===== src/rtl/mmt_sync_filt.sv =====
// mmt_sync_filt
//   Multi-channel clock-domain entry cell. Each of WIDTH asynchronous inputs
//   passes through a STAGES-deep synchroniser and a per-channel debounce filter.
//   A registered edge detector follows the filter and can be left out.
//   The destination domain gets a clean level plus single-cycle rise/fall pulses.
//
// Ports
//   clk      destination-domain clock, rising edge
//   rstn     asynchronous, active-low reset
//   d        [WIDTH] asynchronous channel inputs
//   q        [WIDTH] synchronised, filtered level (registered)
//   rise     [WIDTH] one-cycle pulse when q[i] goes 0->1 (registered)
//   fall     [WIDTH] one-cycle pulse when q[i] goes 1->0 (registered)
//   chg_any  OR-reduction of (rise | fall)
module mmt_sync_filt #(
  parameter int unsigned      WIDTH   = 4,
  parameter int unsigned      STAGES  = 2,
  parameter logic [WIDTH-1:0] RST_VAL = '0,
  parameter int unsigned      DEB_CYC = 0,
  parameter bit               EDGE_EN = 1'b1
) (
  input  logic             clk,
  input  logic             rstn,
  input  logic [WIDTH-1:0] d,
  output logic [WIDTH-1:0] q,
  output logic [WIDTH-1:0] rise,
  output logic [WIDTH-1:0] fall,
  output logic             chg_any
);

  localparam int unsigned      CNT_W  = (DEB_CYC == 0) ? 1 : $clog2(DEB_CYC + 1);
  localparam logic [CNT_W-1:0] CNT_MAX = CNT_W'(DEB_CYC);

  generate
    if (STAGES < 2 || STAGES > 4 || WIDTH < 1) begin : g_bad_param
      $fatal(1, "mmt_sync_filt: STAGES must be 2..4 and WIDTH >= 1");
    end
  endgenerate

  // Synchroniser chain: plain flop-to-flop, nothing in between.
  logic [WIDTH-1:0] r_sync [STAGES];
  logic [WIDTH-1:0] w_sv;

  always_ff @(posedge clk or negedge rstn) begin
    if (!rstn) begin
      for (int unsigned k = 0; k < STAGES; k++) r_sync[k] <= RST_VAL;
    end else begin
      r_sync[0] <= d;
      for (int unsigned k = 1; k < STAGES; k++) r_sync[k] <= r_sync[k-1];
    end
  end

  assign w_sv = r_sync[STAGES-1];

  // Debounce: q[i] follows sv[i] only after sv[i] has differed from q[i]
  // for DEB_CYC+1 consecutive samples; any agreement restarts the count.
  logic [WIDTH-1:0] r_q;
  logic [CNT_W-1:0] r_cnt      [WIDTH];
  logic [CNT_W-1:0] w_cnt_next [WIDTH];
  logic [WIDTH-1:0] w_q_next;

  always_comb begin
    w_q_next = r_q;
    for (int unsigned i = 0; i < WIDTH; i++) begin
      w_cnt_next[i] = '0;
      if (w_sv[i] != r_q[i]) begin
        if (r_cnt[i] == CNT_MAX) w_q_next[i] = w_sv[i];
        else                     w_cnt_next[i] = r_cnt[i] + CNT_W'(1);
      end
    end
  end

  always_ff @(posedge clk or negedge rstn) begin
    if (!rstn) begin
      r_q <= RST_VAL;
      for (int unsigned i = 0; i < WIDTH; i++) r_cnt[i] <= '0;
    end else begin
      r_q <= w_q_next;
      for (int unsigned i = 0; i < WIDTH; i++) r_cnt[i] <= w_cnt_next[i];
    end
  end

  // Edge pulses are computed from q_next so they line up with the new q value.
  generate
    if (EDGE_EN) begin : g_edge
      logic [WIDTH-1:0] r_rise;
      logic [WIDTH-1:0] r_fall;

      always_ff @(posedge clk or negedge rstn) begin
        if (!rstn) begin
          r_rise <= '0;
          r_fall <= '0;
        end else begin
          r_rise <= w_q_next & ~r_q;
          r_fall <= ~w_q_next & r_q;
        end
      end

      assign rise = r_rise;
      assign fall = r_fall;
    end else begin : g_no_edge
      assign rise = '0;
      assign fall = '0;
    end
  endgenerate

  assign q       = r_q;
  assign chg_any = |(rise | fall);

endmodule

===== config.mk =====
export PLATFORM = sky130hd
export DESIGN_NAME = mmt_sync_filt
export DESIGN_NICKNAME = d
export VERILOG_FILES = /design/src/rtl/mmt_sync_filt.sv
export SDC_FILE = /design/constraint.sdc
export NUM_CORES = 1
export LEC_CHECK = 0
export CORE_AREA = 2 2 39 41
export CTS_BUF_LIST = sky130_fd_sc_hd__clkbuf_4 sky130_fd_sc_hd__clkbuf_8
export DETAILED_ROUTE_END_ITERATION = 10
export DIE_AREA = 0 0 41 43
export GPL_TIMING_DRIVEN = 0
export PLACE_DENSITY = 0.8
export RECOVER_POWER = 50
export SETUP_SLACK_MARGIN = 0.2
export SYNTH_ARGS = -nofsm -noshare
export SYNTH_HDL_FRONTEND = slang
export SYNTH_SLANG_ARGS = --single-unit

===== constraint.sdc =====
create_clock -name clk -period 0.9 [get_ports clk]
set_input_delay 0.225 -clock clk [delete_from_list [all_inputs] [get_ports clk]]
set_output_delay 0.225 -clock clk [all_outputs]
set_load 0.05 [all_outputs]

==> results of run 1 <==
## per-layer routing
layer / GRT usage / up-vias
met5: 0 / -
met4: 0.0800 / 0
met3: 0.0314 / 0
met2: 0.188 / 16
met1: 0.133 / 165
li1: - / 167
## power by group through the flow
stage	Clock (mW)	Combinational [mW]	Sequential, mW
floorplan	0	0.0359	1.09
detailed placement	0	0.238	0.995
finish	0.479	0.301	0.991
global route	0.547	0.319	0.997
global placement	0	0.234	0.990
CTS	0.502	0.274	0.987
## layout make-up
| cell class | instances | area share |
|---|---|---|
| Timing Repair Buffer | 26 | 0.279 |
| Buffer | 4 | 0.0151 |
| Multi-Input combinational cell | 11 | 0.130 |
| Tap cell | 16 | 0.0202 |
| Sequential cell | 20 | 0.520 |
| Clock buffer | 4 | 0.0366 |
## cells by family after synthesis
kind of cell | after synthesis | share of synthesized area
DFF | 20 | 0.860
buffers and inverters | 4 | 0.0258
and+or+nand+nor | 11 | 0.114
## layout by cell type, fill, tap and decap left out
cell / instances
buf_4: 3
buf_6: 16
buf_8: 2
clkbuf_1: 5
clkbuf_4: 3
clkbuf_8: 1
clkdlybuf4s50_1: 4
dfrtp_1: 8
dfrtp_2: 12
nand2_2: 1
nor2b_1: 4
nor2b_4: 4
nor4_4: 2
## sequential cells by signal (all words and copies together) (netlist names)
register / cells
w_sv: 4
r_sync: 4
fall: 4
rise: 4
q: 4
## worst reg2reg max path, cell delays in order (launching register included)
cell and delay [ns]:
dfrtp_2 0.43, buf_6 0.12, buf_6 0.10, nor2b_4 0.11
## synthesized netlist by cell type
| master | n |
|---|---|
| nor2b_1 | 8 |
| nand2_1 | 1 |
| clkbuf_1 | 4 |
| dfrtp_1 | 20 |
| nor4_1 | 2 |
## metrics by stage
stage	power [mW]	setup slack (ns)
2_1_floorplan	1.13	-0.364
6_report	1.77	-0.575
4_1_cts	1.76	-0.599
3_5_place_dp	1.23	-0.816
5_1_grt	1.86	-0.640
3_3_place_gp	1.22	-0.769
## final timing paths
check,from,to,cells past startpoint
min reg2reg,r_sync[5]$_DFF_PN0_,w_sv[1]$_DFF_PN0_,0
min in group clk,r_sync[5]$_DFF_PN0_,w_sv[1]$_DFF_PN0_,0
max in group asynchronous,rstn,q[1]$_DFF_PN0_,1
min,rstn,r_sync[6]$_DFF_PN0_,1
max,rise[3]$_DFF_PN0_,chg_any,3
max reg2reg,q[2]$_DFF_PN0_,fall[2]$_DFF_PN0_,3
## what timing repair did
item	in CTS	in global routing
pin swaps	2	2
gates cloned	0	0
gates resized for setup	97	13
buffers inserted	5	3
setup endpoints to repair	33	19
hold endpoints to repair	20	20
==> impl_metrics.tcl, run 1 <==
set metrics [dict create \
    dr_wl_met3_um 66 \
    yosysWarnings 0 \
    final_util 0.717 \
    cts_max_level 1 \
    root_buffer "clkbuf_4" \
    nFillCells 94 \
    hold_viol_final 0 \
    worstHoldPathType "primary input to async pin" \
    die_h_um 43 \
    p_per_area_nw_per_um2 1780 \
    io_buffers 18 \
    violations "negative setup slack" \
    rrSetupSlack_ns 0.03 \
    post-route-drc-count 0 \
    via_per_inst 4.30 \
    grt_usage 0.119 \
    intPower_mw 1.33 \
    syn_nets 41 \
    mappedNetlistArea_um2 582 \
    vias 348 \
    fin_cells 81 \
    outcome "finished, violations left" \
    worst-setup-path-type "register to primary output" \
    rsz0062_at_grt "yes" \
    crit_path_max_fanout 2 \
    wl_per_cell_um 11.0 \
    pin_count 19 \
    syn_inst 35 \
    finalSetupViolations 13 \
    coreArea_um2 1380 \
    synth.yosys.seq_area_share 0.860 \
    grt_max_degree 21 \
    cp-start-kind "register" \
    clkLatencyLatePin_ns 0.29 \
    setup_tns_ns -3.33 \
    slowest_delay_ns 0.43 \
    cts_buffers 3 \
    fin_nets 72 \
    wl_met1_um 327 \
    finalWeightedCongestion 0.596 \
    hpwl_um 591 \
    seq_area_um2 515 \
    dpl.cell_count 69 \
    syn_avg_cell_area_um2 16.6 \
    dr_wl_met2_um 501 \
    synth_cell_types 5 \
    first_pass_iters 3 \
    routed_wl_um 895 \
    cp.arrival_ns 1.25 \
    pwr-share-seq 0.560 \
    cts.sinks 20 \
    overflow 0 \
    finalCriticalPeriod_ns 1.47 \
    antenna_cells 0 \
    grt_pass1_vias 323 \
    required_ns 0.67 \
    grt_pass1_wl_um 1300 \
    p_sw_mw 0.436 \
    drt_iter0_drc 1 \
    clockBufferDepth 2 \
    crit_slowest_cell "dfrtp_2" \
    relSlewSlack 0.348 \
    path_delay_family "flip-flops" \
    multi_input_area_um2 129 \
    path_clk_slew_ns 0.10 \
    start_util 0.420 \
    slew_viol_final 0 \
    dieArea_um2 1760 \
    final_area_um2 992 \
    top_layer_used "met3" \
    synth_area_leaders "dfrtp_1 (86%), nor2b_1 (8.6%), clkbuf_1 (2.6%)" \
    synth-seq-cells 20 \
    hold_slack_ns 0.0649 \
    power_frac_comb 0.170 \
    die_x_um 41 \
    clock-skew-final_ns 0.00713 \
    antenna_found_initial 0 \
    final.period_utilization 1.64 \
    timing.critical_path.buf_inv 1 \
    irDropWorstVdd_mv 1.20 \
    std_cell_rows 14 \
    drive_gt1_frac 0.677 \
    synth_area_leader_cell "dfrtp_1" \
    tightest_slew_ns 0.979 \
    max-cap-violations 0 \
    crit_chain "nor4_4, nand2_2, buf_8" \
    place_area_um2 812 \
    clockPowerShare 0.270 \
    endpoint_kind "primary output" \
    antenna_left 0 \
    p_leak_nw 0.446 \
    max_freq_ghz 0.678 \
    worst_slack_ns -0.575 \
    area_growth_pct 70.5 \
    cts_tree "done" \
    swShare 0.246 \
    synth_top_area_share 0.860 \
]
No activity file was read; power rests on OpenSTA's default activity.
==> run 2, diff against run 1 <==
Settings changed: CORE_AREA 2 2 39 41 to unset, CORE_UTILIZATION set to 40, DIE_AREA 0 0 41 43 to unset, PLACE_DENSITY 0.8 to 0.74.
==> run 2 against run 1 <==
Net effect:
- the run still ends with negative setup slack left
- via count increased by 3.4%
- fmax rose by 0.57%
- routed wire length rose by 3.6%
- first-iteration DRC count increased by 100%
- critical endpoint unchanged
- largest cell class unchanged
- highest routed layer unchanged
==> impl_metrics.tcl, run 2 (synthesis results as in run 1) <==
set metrics [dict create \
    power_frac_comb 0.160 \
    die_h_um 40.1 \
    irDropWorstVdd_mv 1.35 \
    endpoint_kind "primary output" \
    pin_count 19 \
    path_delay_family "flip-flops" \
    final.period_utilization 1.63 \
    clock-skew-final_ns 0.00191 \
    wl_per_cell_um 12.0 \
    p_sw_mw 0.455 \
    finalCriticalPeriod_ns 1.47 \
    rsz0062_at_grt "yes" \
    rrSetupSlack_ns 0.12 \
    grt_pass1_wl_um 1420 \
    cts_max_level 1 \
    intPower_mw 1.32 \
    relSlewSlack 0.325 \
    mostFrequentLayoutCell "buf_6" \
    dp_slack_ns -0.802 \
    tightest_slew_ns 1.01 \
    coreArea_um2 1330 \
    p_leak_nw 0.427 \
    worstHoldPathType "primary input to async pin" \
    hold_slack_ns 0.0737 \
    die_x_um 40.1 \
    timing.critical_path.buf_inv 1 \
    nFillCells 95 \
    pwr-share-seq 0.558 \
    gr-usage-met1 0.141 \
    met2_usage 0.274 \
    max_freq_ghz 0.682 \
    antenna_found_initial 0 \
    drive_gt1_frac 0.661 \
    clockPowerShare 0.282 \
    p_per_area_nw_per_um2 1860 \
    std_cell_rows 13 \
    clockBufferDepth 2 \
    crit_path_max_fanout 2 \
    drt_iter0_drc 2 \
    slowest_delay_ns 0.44 \
    worst_slack_ns -0.567 \
    antenna_cells 0 \
    outcome "finished, violations left" \
    p_total_mw 1.78 \
    overflow 0 \
    grt_usage 0.148 \
    grt_pass1_vias 352 \
    cts.sinks 20 \
    start_util 0.436 \
    grt.met3_usage 0.0500 \
    grt.busiest_layer "met2" \
    clkLatencyLatePin_ns 0.29 \
    hold_viol_final 0 \
    required_ns 0.67 \
    io_buffers 18 \
    vias 360 \
    crit_slowest_cell "dfrtp_2" \
    via_per_inst 4.68 \
    cp.arrival_ns 1.24 \
    area_growth_pct 64.5 \
    path_clk_slew_ns 0.11 \
    routed_wl_um 927 \
    root_buffer "clkbuf_4" \
    finalWeightedCongestion 0.605 \
    final_cell_mix "buf_6 (17), dfrtp_2 (12), dfrtp_1 (8)" \
    max-cap-violations 0 \
    dieArea_um2 1610 \
    first_pass_iters 2 \
    violations "negative setup slack" \
    worst-setup-path-type "register to primary output" \
    post-route-drc-count 0 \
    cts_tree "done" \
    fin_nets 69 \
    antenna_left 0 \
    swShare 0.256 \
    finalSetupViolations 13 \
    slew_viol_final 0 \
    grt_max_degree 21 \
    crit_chain "nor4_4, nand2_2, buf_6" \
    cp-start-kind "register" \
    cts_buffers 3 \
]
## run 2: final timing paths
path                                     start                  end  cells past startpoint
min in group clk                          d[1]  r_sync[5]$_DFF_PN0_                      1
min reg2reg                r_sync[4]$_DFF_PN0_    w_sv[0]$_DFF_PN0_                      0
max reg2reg                     q[0]$_DFF_PN0_    fall[0]$_DFF_PN0_                      2
max                          rise[3]$_DFF_PN0_              chg_any                      3
min                                       rstn  r_sync[6]$_DFF_PN0_                      1
max in group asynchronous                 rstn    fall[0]$_DFF_PN0_                      1
## run 2: timing repair
action / 4_1_cts / 5_1_grt
pin swaps: 1 / 0
setup endpoints to repair: 33 / 21
gates resized for setup: 98 / 9
endpoints found under the hold margin: 20 / 20
setup buffers: 5 / 0
## run 2: cell type report
type	count	area (um2)	area share
Sequential cell	20	515	0.539
Timing Repair Buffer	23	243	0.254
Multi-Input combinational cell	11	129	0.135
Clock buffer	4	36.3	0.0379
Tap cell	15	18.8	0.0196
Buffer	4	15.0	0.0157
## run 2: metal layers
layer	routed length [um]	up-vias
li1	-	163
met1	346	182
met2	534	15
met3	45	0
met4	0	0
met5	0	-
## run 2: metrics by stage
step                      std cells  utilization  instance area, um2  setup TNS, ns
final                            77        0.718                 957          -3.20
after global routing             77        0.718                 957          -4.78
after floorplan                  35            -                 612         -0.364
after detailed placement         68        0.608                 811         -15.63
after global placement           68        0.608                 811         -14.29
after CTS                        77        0.690                 921          -3.23
## run 2: power groups by stage
stage | clock network [mW] | logic (mW) | registers [mW]
final | 0.501 | 0.284 | 0.992
after global placement | 0 | 0.234 | 0.990
after detailed placement | 0 | 0.238 | 0.994
after global routing | 0.559 | 0.301 | 0.998
after floorplan | 0 | 0.0359 | 1.09
after CTS | 0.511 | 0.273 | 0.984
